===== config.mk =====
export PLATFORM = sky130hd
export DESIGN_NAME = router_input_port
export DESIGN_NICKNAME = d
export VERILOG_FILES = /design/src/rtl/router_pkg.sv /design/src/rtl/router_input_port.sv
export SDC_FILE = /design/constraint.sdc
export NUM_CORES = 1
export LEC_CHECK = 0
export ABC_CLOCK_PERIOD_IN_PS = 3600
export CAP_MARGIN = 30
export CELL_PAD_IN_SITES_DETAIL_PLACEMENT = 0
export CELL_PAD_IN_SITES_GLOBAL_PLACEMENT = 2
export CORE_ASPECT_RATIO = 1.4
export CORE_MARGIN = 4
export CORE_UTILIZATION = 33
export DETAILED_ROUTE_END_ITERATION = 16
export PLACE_DENSITY = 0.9
export RECOVER_POWER = 100
export SLEW_MARGIN = 15
export SYNTH_ARGS = -nofsm -noshare
export SYNTH_HDL_FRONTEND = slang
export SYNTH_SLANG_ARGS = --single-unit

===== constraint.sdc =====
create_clock -name clock -period 3.6 [get_ports clock]
set_clock_uncertainty 0.2 [all_clocks]
set_input_delay 0.36 -clock clock [delete_from_list [all_inputs] [get_ports clock]]
set_output_delay 0.36 -clock clock [all_outputs]
set_load 0.01 [all_outputs]

===== src/rtl/router_pkg.sv =====
// Shared definitions for the router input port: FSM encoding, address
// geometry and the default inter-field padding length.
package router_pkg;

    localparam int ADDR_W         = 4;
    localparam int NUM_PORTS      = 16;
    localparam int PAD_CYCLES_DEF = 5;

    typedef enum logic [2:0] {
        S_IDLE = 3'd0,
        S_ADDR = 3'd1,
        S_PAD  = 3'd2,
        S_DATA = 3'd3,
        S_DROP = 3'd4
    } state_t;

endpackage


===== src/rtl/router_input_port.sv =====
// Serial router input port: captures a 4-bit LSB-first destination address,
// checks the padding gap, then forwards the payload to Decode with 1-cycle latency.
module router_input_port
    import router_pkg::*;
#(
    parameter int PAD_CYCLES = PAD_CYCLES_DEF
) (
    input  logic              clock,
    input  logic              reset,
    input  logic              frame_n,
    input  logic              valid_n,
    input  logic              din,
    output logic [ADDR_W-1:0] addr,
    output logic              addr_vld,
    output logic              frameo_n,
    output logic              valido_n,
    output logic              dout,
    output logic              pkt_err,
    output logic              busy,
    output logic [2:0]        fsm_state
);

    localparam int CNT_W = (PAD_CYCLES > 3) ? $clog2(PAD_CYCLES + 1) : 2;
    localparam logic [CNT_W-1:0] PAD_MAX   = CNT_W'(PAD_CYCLES);
    localparam logic [CNT_W-1:0] ADDR_LAST = CNT_W'(3);
    localparam logic [CNT_W-1:0] CNT_ONE   = CNT_W'(1);

    state_t            state;
    logic [CNT_W-1:0]  cnt;
    logic [ADDR_W-2:0] addr_sh;
    // Cleared by reset; a packet may only start once frame_n has been seen high,
    // so the tail of a packet cut by reset is never mistaken for a new header.
    logic              armed;

    assign fsm_state = state;

    always_ff @(posedge clock) begin
        if (reset) begin
            state    <= S_IDLE;
            cnt      <= '0;
            addr_sh  <= '0;
            armed    <= 1'b0;
            addr     <= '0;
            addr_vld <= 1'b0;
            frameo_n <= 1'b1;
            valido_n <= 1'b1;
            dout     <= 1'b0;
            pkt_err  <= 1'b0;
            busy     <= 1'b0;
        end else begin
            pkt_err  <= 1'b0;
            frameo_n <= 1'b1;
            valido_n <= 1'b1;
            dout     <= 1'b0;
            armed    <= armed | frame_n;

            unique case (state)
                S_IDLE: begin
                    addr_vld <= 1'b0;
                    if (armed && !frame_n) begin
                        busy <= 1'b1;
                        if (!valid_n) begin
                            // Suppressed right after a previous error so pulses never merge.
                            pkt_err <= !pkt_err;
                            state   <= S_DROP;
                        end else begin
                            addr_sh <= {din, addr_sh[ADDR_W-2:1]};
                            cnt     <= CNT_ONE;
                            state   <= S_ADDR;
                        end
                    end
                end

                S_ADDR: begin
                    addr_vld <= 1'b0;
                    if (frame_n) begin
                        pkt_err <= 1'b1;
                        cnt     <= '0;
                        busy    <= 1'b0;
                        state   <= S_IDLE;
                    end else if (!valid_n) begin
                        pkt_err <= 1'b1;
                        cnt     <= '0;
                        state   <= S_DROP;
                    end else if (cnt == ADDR_LAST) begin
                        addr     <= {din, addr_sh};
                        addr_vld <= 1'b1;
                        cnt      <= '0;
                        state    <= S_PAD;
                    end else begin
                        addr_sh <= {din, addr_sh[ADDR_W-2:1]};
                        cnt     <= cnt + CNT_ONE;
                    end
                end

                S_PAD: begin
                    if (frame_n) begin
                        pkt_err  <= 1'b1;
                        addr_vld <= 1'b0;
                        cnt      <= '0;
                        busy     <= 1'b0;
                        state    <= S_IDLE;
                    end else if (valid_n) begin
                        if (cnt != PAD_MAX)
                            cnt <= cnt + CNT_ONE;
                    end else if (cnt != PAD_MAX) begin
                        pkt_err  <= 1'b1;
                        addr_vld <= 1'b0;
                        cnt      <= '0;
                        state    <= S_DROP;
                    end else begin
                        dout     <= din;
                        valido_n <= 1'b0;
                        frameo_n <= 1'b0;
                        cnt      <= '0;
                        state    <= S_DATA;
                    end
                end

                S_DATA: begin
                    dout     <= din;
                    valido_n <= valid_n;
                    frameo_n <= frame_n;
                    if (frame_n) begin
                        busy  <= 1'b0;
                        state <= S_IDLE;
                    end
                end

                S_DROP: begin
                    addr_vld <= 1'b0;
                    if (frame_n) begin
                        busy  <= 1'b0;
                        state <= S_IDLE;
                    end
                end

                default: begin
                    addr_vld <= 1'b0;
                    cnt      <= '0;
                    busy     <= 1'b0;
                    state    <= S_IDLE;
                end
            endcase
        end
    end

endmodule


# [Word level (Yosys, flattened, before mapping)]
# Cells that the tools add are included.
[totals] input_bits=5 mem_count=0 mem_bits_ro=0 reg_bits=20 output_inout_bits=13 ram_bits=0 wordCells=97 latchBits=0
[op_classes] reduce_logical=13 n_lt_le_gt_ge=0 n_shift=0 n_bitwise=4 eq_ne=17 n_addsub=1 muxes=51 n_div=0 n_mul=0
[op_table] cell="3-bit 2-to-1 mux" count=22
[op_table] cell="3-bit one-hot mux with 4 select lines" count=2
[op_table] cell="1-bit 2-to-1 mux" count=20
[op_table] cell="4-bit AND reduction" count=3
[op_table] cell="2-bit inequality test, second input constant" count=5
[op_table] cell="3-bit by 2-bit == test with 1-bit output, second input constant" count=3
[op_table] cell="3-bit inequality test, second input constant" count=3
[op_table] cell="4-bit inequality test, second input constant" count=2
[op_table] cell="1-bit one-hot mux with 2 select lines" count=4
[op_table] cell="1-bit one-hot mux with 3 select lines" count=2
[op_table] cell="3-bit one-hot mux with 2 select lines" count=1
[op_table] cell="6-bit AND reduction" count=1
[op_table] cell="2-bit by 1-bit inequality test with 1-bit output, second input constant" count=2
[op_table] cell="4-bit OR reduction" count=1
[op_table] cell="3-bit by 1-bit adder with 3-bit output, second input constant" count=1
[op_table] cell="3-bit by 1-bit == test with 1-bit output, second input constant" count=1
[op_table] cell="3-bit == test, second input constant" count=1
[op_table] cell="3-bit zero test" count=1
[op_table] cell="1-bit inverter" count=3
[op_table] cell="3-bit AND reduction" count=1
[op_table] cell="1-bit zero test" count=2
[op_table] cell="2-bit AND reduction" count=1
[op_table] cell="2-bit nonzero test" count=1
[op_table] cell="2-bit OR reduction" count=1
[op_table] cell="2 further kinds" count=2

# [Depth between registers and ports, before layout]
# Gate-level depths: netlist (run 1).
[logic_depth] word_depth=5 ltp_mapped=7

# [Worst setup path before layout (run 1)]
# OpenSTA, ideal clock, no wires.
[synth_path] path_kind="register -> register" startpoint="reg state[0] (netlist: fsm_state[0])" endpoint="reg state[0] (netlist: fsm_state[0])" arrival_time_ns=1.538 setup_ns=0.121 path_stages_with_launch=6 setup_slack_ns=1.741 required_ns=3.279 path_cell_list="dfxtp_1 > buf_2 > nor2b_1 > a21oi_1 > o211ai_1 > mux2_2"
[synth_between] elab_chain_cells=4
[synth_rtl] element="start: declaration" line="router_input_port.sv:28" source="state_t state;"
[synth_rtl] element="start signal: assignment" line="router_input_port.sv:39" source="state <= S_IDLE;"
[synth_rtl] element="start signal: assignment" line="router_input_port.sv:65" source="state <= S_DROP;"
[synth_rtl] element="start signal: assignment" line="router_input_port.sv:69" source="state <= S_ADDR;"
[synth_rtl] element="3-bit == test or 3-bit by 2-bit == test with 1-bit output (tied branches)" line="router_input_port.sv:57" source="unique case (state)"
[synth_rtl] element="2-bit OR reduction (no source line)"
[synth_rtl] element="2-bit by 1-bit inequality test with 1-bit output (no source line)"
[synth_rtl] element="4-bit AND reduction (no source line)"
# Several ways; a longest one is shown, not always the timed one.
# A chain may end at the register's enable or synchronous reset.

# [Worst setup path in the final report (run 1)]
[layout_path] startpoint="in frame_n" endpoint="reg state[1] (netlist: fsm_state[1])"
[layout_between] elab_chain_cells=4
[layout_rtl] element="start: declaration" line="router_input_port.sv:10" source="input logic frame_n,"
[layout_rtl] element="1-bit zero test" line="router_input_port.sv:60" source="if (armed && !frame_n) begin"
[layout_rtl] element="1-bit logical AND" line="router_input_port.sv:60"
[layout_rtl] element="2-bit inequality test (no source line)"
[layout_rtl] element="4-bit AND reduction (no source line)"
[layout_rtl] element="end signal: assignment" line="router_input_port.sv:65"
[layout_rtl] element="end signal: assignment" line="router_input_port.sv:69"
[layout_rtl] element="end signal: assignment" line="router_input_port.sv:80" source="state <= S_IDLE;"
# Several ways; a longest one is shown, not always the timed one.

==> summary.md, run 1 <==
| Metric | Value |
|---|---|
| Total negative slack | 0 ps |
| Post-synth EDFFs | 0 |
| CTS Buf Count | 3 |
| FF+latch area | about 400 µm² |
| CTS resizes | 0 |
| Design Area, Final | approximately 1300 µm² |
| Final count of hold timing violations | 0 |
| Fin. max-slew vios | 0 |
| Die Wd | ~56 µm |
| Post-synth top cells | 20 x dfxtp_1, 16 x nor2_1, 9 x mux2i_1 |
| Total placed instance area | between 1000 and 1500 µm² |
| Unique cell type count in the Yosys netlist | 36 |
| Element type at the critical path start | input port |
| Fmax | ~0.43 GHz |
| Worst Path Max Fanout | 13 |
| Synth Flop Type | dfxtp_1 |
| DR vias | around 910 |
| Vias in the first global route | 915 |
| DRC Markers | 0 |
| Part of the power in registers | 48.9% |
| YS warnings | 0 |
| Max-cap violations | 0 |
| Largest net degree at the start of global routing | 23 |
| Setup crit end kind | register |
| Fraction of layout cells with a size suffix above 1 | ~7.5% |
| Post-Synthesis Cells | 120 |
| Postcts setup bufs | 0 |
| Finish-stage setup viols | 0 |
| Die Y | 75.4 µm |
| Syn_nets | about 130 |
| Period utilization | 64.9% |
| Yosys reg bits | 20 |
| HP Class | reg -> reg |
| GRT Resource Usage Total | roughly an eighth |
| CP max stage cell | dlygate4sd3_1 |
| Final wirelength | between 2000 and 2500 µm |
| Die ar. | 4230 µm² |
| PD cells | between 300 and 400 nW/µm² |
| Port-buffer cells | 17 |
| First-pass GRT wire length | a little over 4000 µm |
| Crit path DAT | 2290 ps |
| Root Driver | clkbuf_8 |
| Clk pin slew, worst setup/hold paths | about 70 ps |
| Top-count cell post-synth | dfxtp_1 |
| CTS max path bufs | 2 |
| Yosys top cell area share | 37.4% |
| CP Class | in -> reg |
| Area Overhead vs Synth | 22.8% |
| Combinational share of power | roughly 18% |
| Dpl cells | 169 |
| Design internal power | 373 µW |
| Area leader, netlist | dfxtp_1 |
| Psw | 142 µW |
| RSZ-0062 raised after global routing | no |
| Drt pass-1 iters | 4 |
| Non-Filler Instances | roughly 170 |
| CTS tree | built |
| Remaining global-route overflow | 0 |
| Status | finished clean |
| Number of nets in the layout | 144 |
| Ant diodes | 0 |
| Clock sinks | 20 |
| Number of H-tree levels | 1 |
| Critical Path RT | 3550 ps |
| Multi-input combinational cell area | 611 µm² |
| Worst relative slew slack | between 50% and 60% |
| Sw Ratio | approximately 28% |
| Top post-synthesis cells by area | dfxtp_1 37%, mux2i_1 8.4%, nor2_1 5.6% |
| # rows | 24 |
| Core ar. | ~3100 µm² |
| Io pins | 18 |
| Initial core utilization | between 30 and 40% |
| DRT iter0 DRCs | 38 |
| Cell Area, Synth | around 1100 µm² |
| Final ANT Viol Nets | 0 |
| Clk network pwr share | between 30% and 40% |
| Worst skew pair latency | between 200 and 300 ps |
| Leakage | about 0.00055 µW |
| DP Wirelength | between 1500 and 2000 µm |
| CP cell instances | dlygate4sd3_1, or3b_1, o211ai_1, mux2_2 |
| Gp weighted congestion | approximately 0.85 |
| Routed len/inst | about 14 µm |
| Crit path time final | around 2300 ps |
| Sequential share of the synthesized area | between 30% and 40% |
| Via density | around 5.3 |
| Initial antenna violation count | 0 |
| Max incr delay on CP | about 690 ps |
| Asr flop ratio synth | 0% |
| Worst-case vdd ir drop | ~0.00024 V |
| Avg Cell Area, Syn | between 8 and 9 µm² |
| Fill count | about 330 |
| CTS Hold Bufs | 0 |
| Slew @ Worst Pin | 675 ps |
-- path summary, 6_finish.rpt --
| check | endpoint | slack, ps | from | cells past startpoint |
|---|---|---|---|---|
| worst max-delay path | fsm_state[1] | 1260 | frame_n | 4 |
| worst min-delay path | addr[0] | 300 | addr[0] | 2 |
| worst max register to register | fsm_state[1] | 1270 | fsm_state[0] | 4 |
| worst min register to register | addr[0] | 300 | addr[0] | 2 |
-- state kept, by name, summed over array words and instances, names as in the netlist, 3 cells and up --
register and cells:
addr 4, addr_sh 3, cnt 3, fsm_state 3
-- layer usage --
| layer | wire length, µm | part of all wire (%) | global-route usage, % | vias to the layer above |
|---|---|---|---|---|
| met5 | 0 | 0 | 0 | - |
| met2 | 1380 | 56 | 24.4 | 24 |
| met4 | 46 | 1.9 | 6.33 | 0 |
| met3 | 95 | 3.9 | 2.20 | 5 |
| li1 | - | - | - | 448 |
| met1 | 930 | 38 | 12.5 | 437 |
-- layout by cell type (no fill, tap or decap), drive strengths merged --
master / n
dlygate4sd3: 14
dfxtp: 20
or2b: 1
o21bai: 1
nor2b: 7
or3b: 2
and3b: 1
clkdlybuf4s50: 3
o32a: 1
a31oi: 2
mux2i: 9
a2111oi: 1
nor2: 16
a211oi: 1
o41ai: 1
inv: 6
a2bb2oi: 1
ha: 4
mux2: 3
nor3b: 3
clkbuf: 4
nand2: 1
nor3: 6
a22oi: 4
or4: 1
buf: 1
nand3: 2
a32oi: 1
o21ai: 4
o211ai: 1
a211o: 1
a21oi: 4
nand3b: 1
a21o: 2
nand2b: 4
-- critical path, delay by kind of cell --
kind / cells / cell delay, ps
buffers and inverters: 1 / 690
AND/OR/NAND/NOR: 1 / 500
multiplexers: 1 / 380
AO/OA/AOI/OAI: 1 / 360
-- power groups by stage --
stage               sequential (µW)  clock (µW)  combinational (µW)
floorplan                       246           0                73.6
global placement                257           0                94.3
detailed placement              257           0                95.1
CTS                             251         175                95.4
global route                    254         184                99.1
finish                          252         172                91.4
-- logic make-up after synthesis --
family,Yosys count,share of synthesized area [%]
AND/OR/NAND/NOR,45,23.0
AO/OA/AOI/OAI,25,18.0
flip-flops,20,37.4
buffers and inverters,14,5.37
multiplexers,12,11.6
adder cells (fa/ha/maj),4,4.67
-- per-stage QoR --
step,utilization (%),power (µW),hold WS [ps],setup slack (ps)
2_1_floorplan,-,319,260,1740
3_3_place_gp,40.4,351,282,1110
3_5_place_dp,40.4,352,298,1090
6_report,42.1,515,304,1260
5_1_grt,42.1,537,356,1140
4_1_cts,42.2,522,321,1280
-- cell type report --
type                       count  share of cell area, %
multi-input combinational     86                   46.4
sequential                    20                   30.4
timing repair buffer          18                   13.5
clock buffer                   4                   4.19
tap                           39                   3.71
inverter                       6                   1.71
(Power assumes the default switching activity.)
==> run 2: changes to the inputs <==
ABC_CLOCK_PERIOD_IN_PS = 2440   (was 3600)
CORE_UTILIZATION = 31   (was 33)
PLACE_DENSITY = 0.86   (was 0.9)
clock period = 2.44 ns   (was 3.6 ns; I/O delays follow)
==> run 2 against run 1 <==
Effect of this change: core utilization decreased by 2.1 points; first-iteration DRC count is 50% lower; sequential cell count unchanged; sequential power increased by 42%; critical endpoint is now addr_sh[1]; register-to-register slack worse by 950 ps; count of clock-buffer cells in the layout stayed put; total power is 49% higher; sequential share of layout area shrank 0.51 points; highest routed layer unchanged.
==> summary.md, run 2 (synthesized netlist as in run 1, its figures left out) <==
| Metric | Value |
|---|---|
| Status | finished clean (unchanged) |
| Reg2reg start | fsm_state[1] (was fsm_state[0]) |
| Top reg by flops | addr (unchanged) |
| Largest net degree at the start of global routing | 22 (was 23) |
| DRT iter0 DRCs | 19 (was 38) |
| Reg2Reg Depth | 5 (was 4) |
| Postcts setup bufs | 0 (unchanged) |
| Io pins | 18 (unchanged) |
| Most common library cell in the layout ignoring fill and taps | dfxtp_1 (unchanged) |
| Final count of hold timing violations | 0 (unchanged) |
| Clock sinks | 20 (unchanged) |
| First-pass GRT wire length | 4490 µm (was 4120 µm) |
| Fmax | 0.466 GHz |
| Ant diodes | 0 (unchanged) |
| DP Wirelength | 2070 µm (was 1860 µm) |
| Dpl cells | 175 (was 169) |
| DRC Markers | 0 (unchanged) |
| Leakage | 0.000564 µW (was 0.000547 µW) |
| Util after Layout | 40.0% (was 42.1%) |
| Non-Filler Instances | 179 (was 173) |
| Clk pin slew, worst setup/hold paths | 70 ps (about the same) |
| Number of H-tree levels | 1 (unchanged) |
| Critical Path RT | 2390 ps (was 3550 ps) |
| # rows | 25 (was 24) |
| Crit path time final | between 2000 and 2500 ps |
| Via density | 5.18 (was 5.28) |
| Initial antenna violation count | 0 (unchanged) |
| GRT Resource Usage Total | 12.9% (was 12.4%) |
| Worst relative slew slack | 61.6% (was 54.9%) |
| R2r setup slk | 320 ps (was 1270 ps) |
| Post-Place Worst Slack | 197 ps (was 1090 ps) |
| Max reg flops | 4 (unchanged) |
| CTS Hold Bufs | 0 (unchanged) |
| Remaining global-route overflow | 0 (unchanged) |
| HP Class | reg -> reg (unchanged) |
| FF+latch area | 400 µm² (unchanged) |
| Fill count | 340 (was 331) |
| Area Overhead vs Synth | 24.9% (was 22.8%) |
| Number of nets in the layout | 149 (was 144) |
| Element type at the critical path start | input port (unchanged) |
| Hold Path End | addr[3] (was addr[0]) |
| Fraction of layout cells with a size suffix above 1 | 10.8% (was 7.46%) |
| PD cells | 574 nW/µm² (was 391 nW/µm²) |
| DR vias | 927 (was 914) |
| Core ar. | 3350 µm² (was 3120 µm²) |
| Period utilization | approximately 88% |
| Fin. max-slew vios | 0 (unchanged) |
| Worst skew pair latency | 260 ps (about the same) |
| Routed len/inst | 15.1 µm (was 14.2 µm) |
| Final worst slack | 294 ps (was 1260 ps) |
| RR Endpoint | fsm_state[1] (unchanged) |
| Worst Path Max Fanout | 4 (was 13) |
| Total negative slack | 0 ps (unchanged) |
| Port-buffer cells | 17 (unchanged) |
| Worst-case vdd ir drop | 0.000387 V (was 0.000239 V) |
| Multi-input combinational cell area | 601 µm² (was 611 µm²) |
| Die ar. | 4470 µm² (was 4230 µm²) |
| Drt pass-1 iters | 4 (unchanged) |
| Finish-stage setup viols | 0 (unchanged) |
| CTS Buf Count | 3 (unchanged) |
| CTS tree | built (unchanged) |
| RSZ-0062 raised after global routing | no (unchanged) |
| Initial core utilization | 32.0% (was 34.3%) |
| Gp weighted congestion | 0.863 (was 0.849) |
| Die Y | 77.6 µm (was 75.4 µm) |
| Max-cap violations | 0 (unchanged) |
| Worst Hold Depth | 2 (unchanged) |
| Final wirelength | 2700 µm (was 2450 µm) |
| Vias in the first global route | 933 (was 915) |
| Most frequent cells in the layout | 20 x dfxtp_1, 16 x nor2_1, 13 x dlygate4sd3_1 (was 20 x dfxtp_1, 16 x nor2_1, 14 x dlygate4sd3_1) |
| CP Class | in -> reg (unchanged) |
| CTS max path bufs | 2 (unchanged) |
| Final ANT Viol Nets | 0 (unchanged) |
| Setup crit end kind | register (unchanged) |
| CTS resizes | 0 (unchanged) |
| Crit path DAT | 2100 ps (was 2290 ps) |
| Hold_sp | addr[3] (was addr[0]) |
| Die Wd | 57.7 µm (was 56.2 µm) |
| Root Driver | clkbuf_8 (unchanged) |
| Slew @ Worst Pin | 575 ps (was 675 ps) |
[run 2: area by class of cell]
type,count,share of cell area [%]
Clock buffer,4,4.12
Timing Repair Buffer,23,15.6
Inverter,6,1.68
Sequential cell,20,29.9
Multi-Input combinational cell,86,44.9
Tap cell,40,3.74
[run 2: critical path: stages]
cell,delay [ps]
dlygate4sd3_1,590
or3b_4,420
a2111oi_2,540
mux2i_1,250
nor2_1,60
[run 2: per-stage QoR]
stage / power [µW] / hold WS (ps) / cell area [µm²]
global placement: 531 / 285 / 1300
detailed placement: 532 / 288 / 1300
CTS: 786 / 311 / 1360
global route: 806 / 340 / 1340
finish: 768 / 301 / 1340
floorplan: 471 / 156 / 1070
[run 2: worst max-delay path by stage]
stage / startpoint / endpoint / cells past startpoint
5_1_grt: frame_n / addr_sh[0] / 5
2_1_floorplan: fsm_state[0] / fsm_state[0] / 5
3_3_place_gp: valid_n / fsm_state[1] / 4
4_1_cts: fsm_state[1] / fsm_state[1] / 5
6_report: frame_n / addr_sh[1] / 5
3_5_place_dp: valid_n / fsm_state[1] / 4
[run 2: where the power goes]
group / switching [µW] / internal [µW] / total, µW / leakage, µW
Combinational: 84.7 / 72.4 / 157 / 0.000373
Sequential: 17.8 / 340 / 358 / 0.000162
Clock: 109 / 144 / 253 / 0.0000288
[run 2: per-layer routing]
metal  GRT usage, %  vias up  part of all wire, %
li1               -      462                    -
met1           14.1      443                   41
met2           23.4       16                   54
met3           2.16        6                  2.5
met4           5.80        0                  2.7
met5              0        -                    0
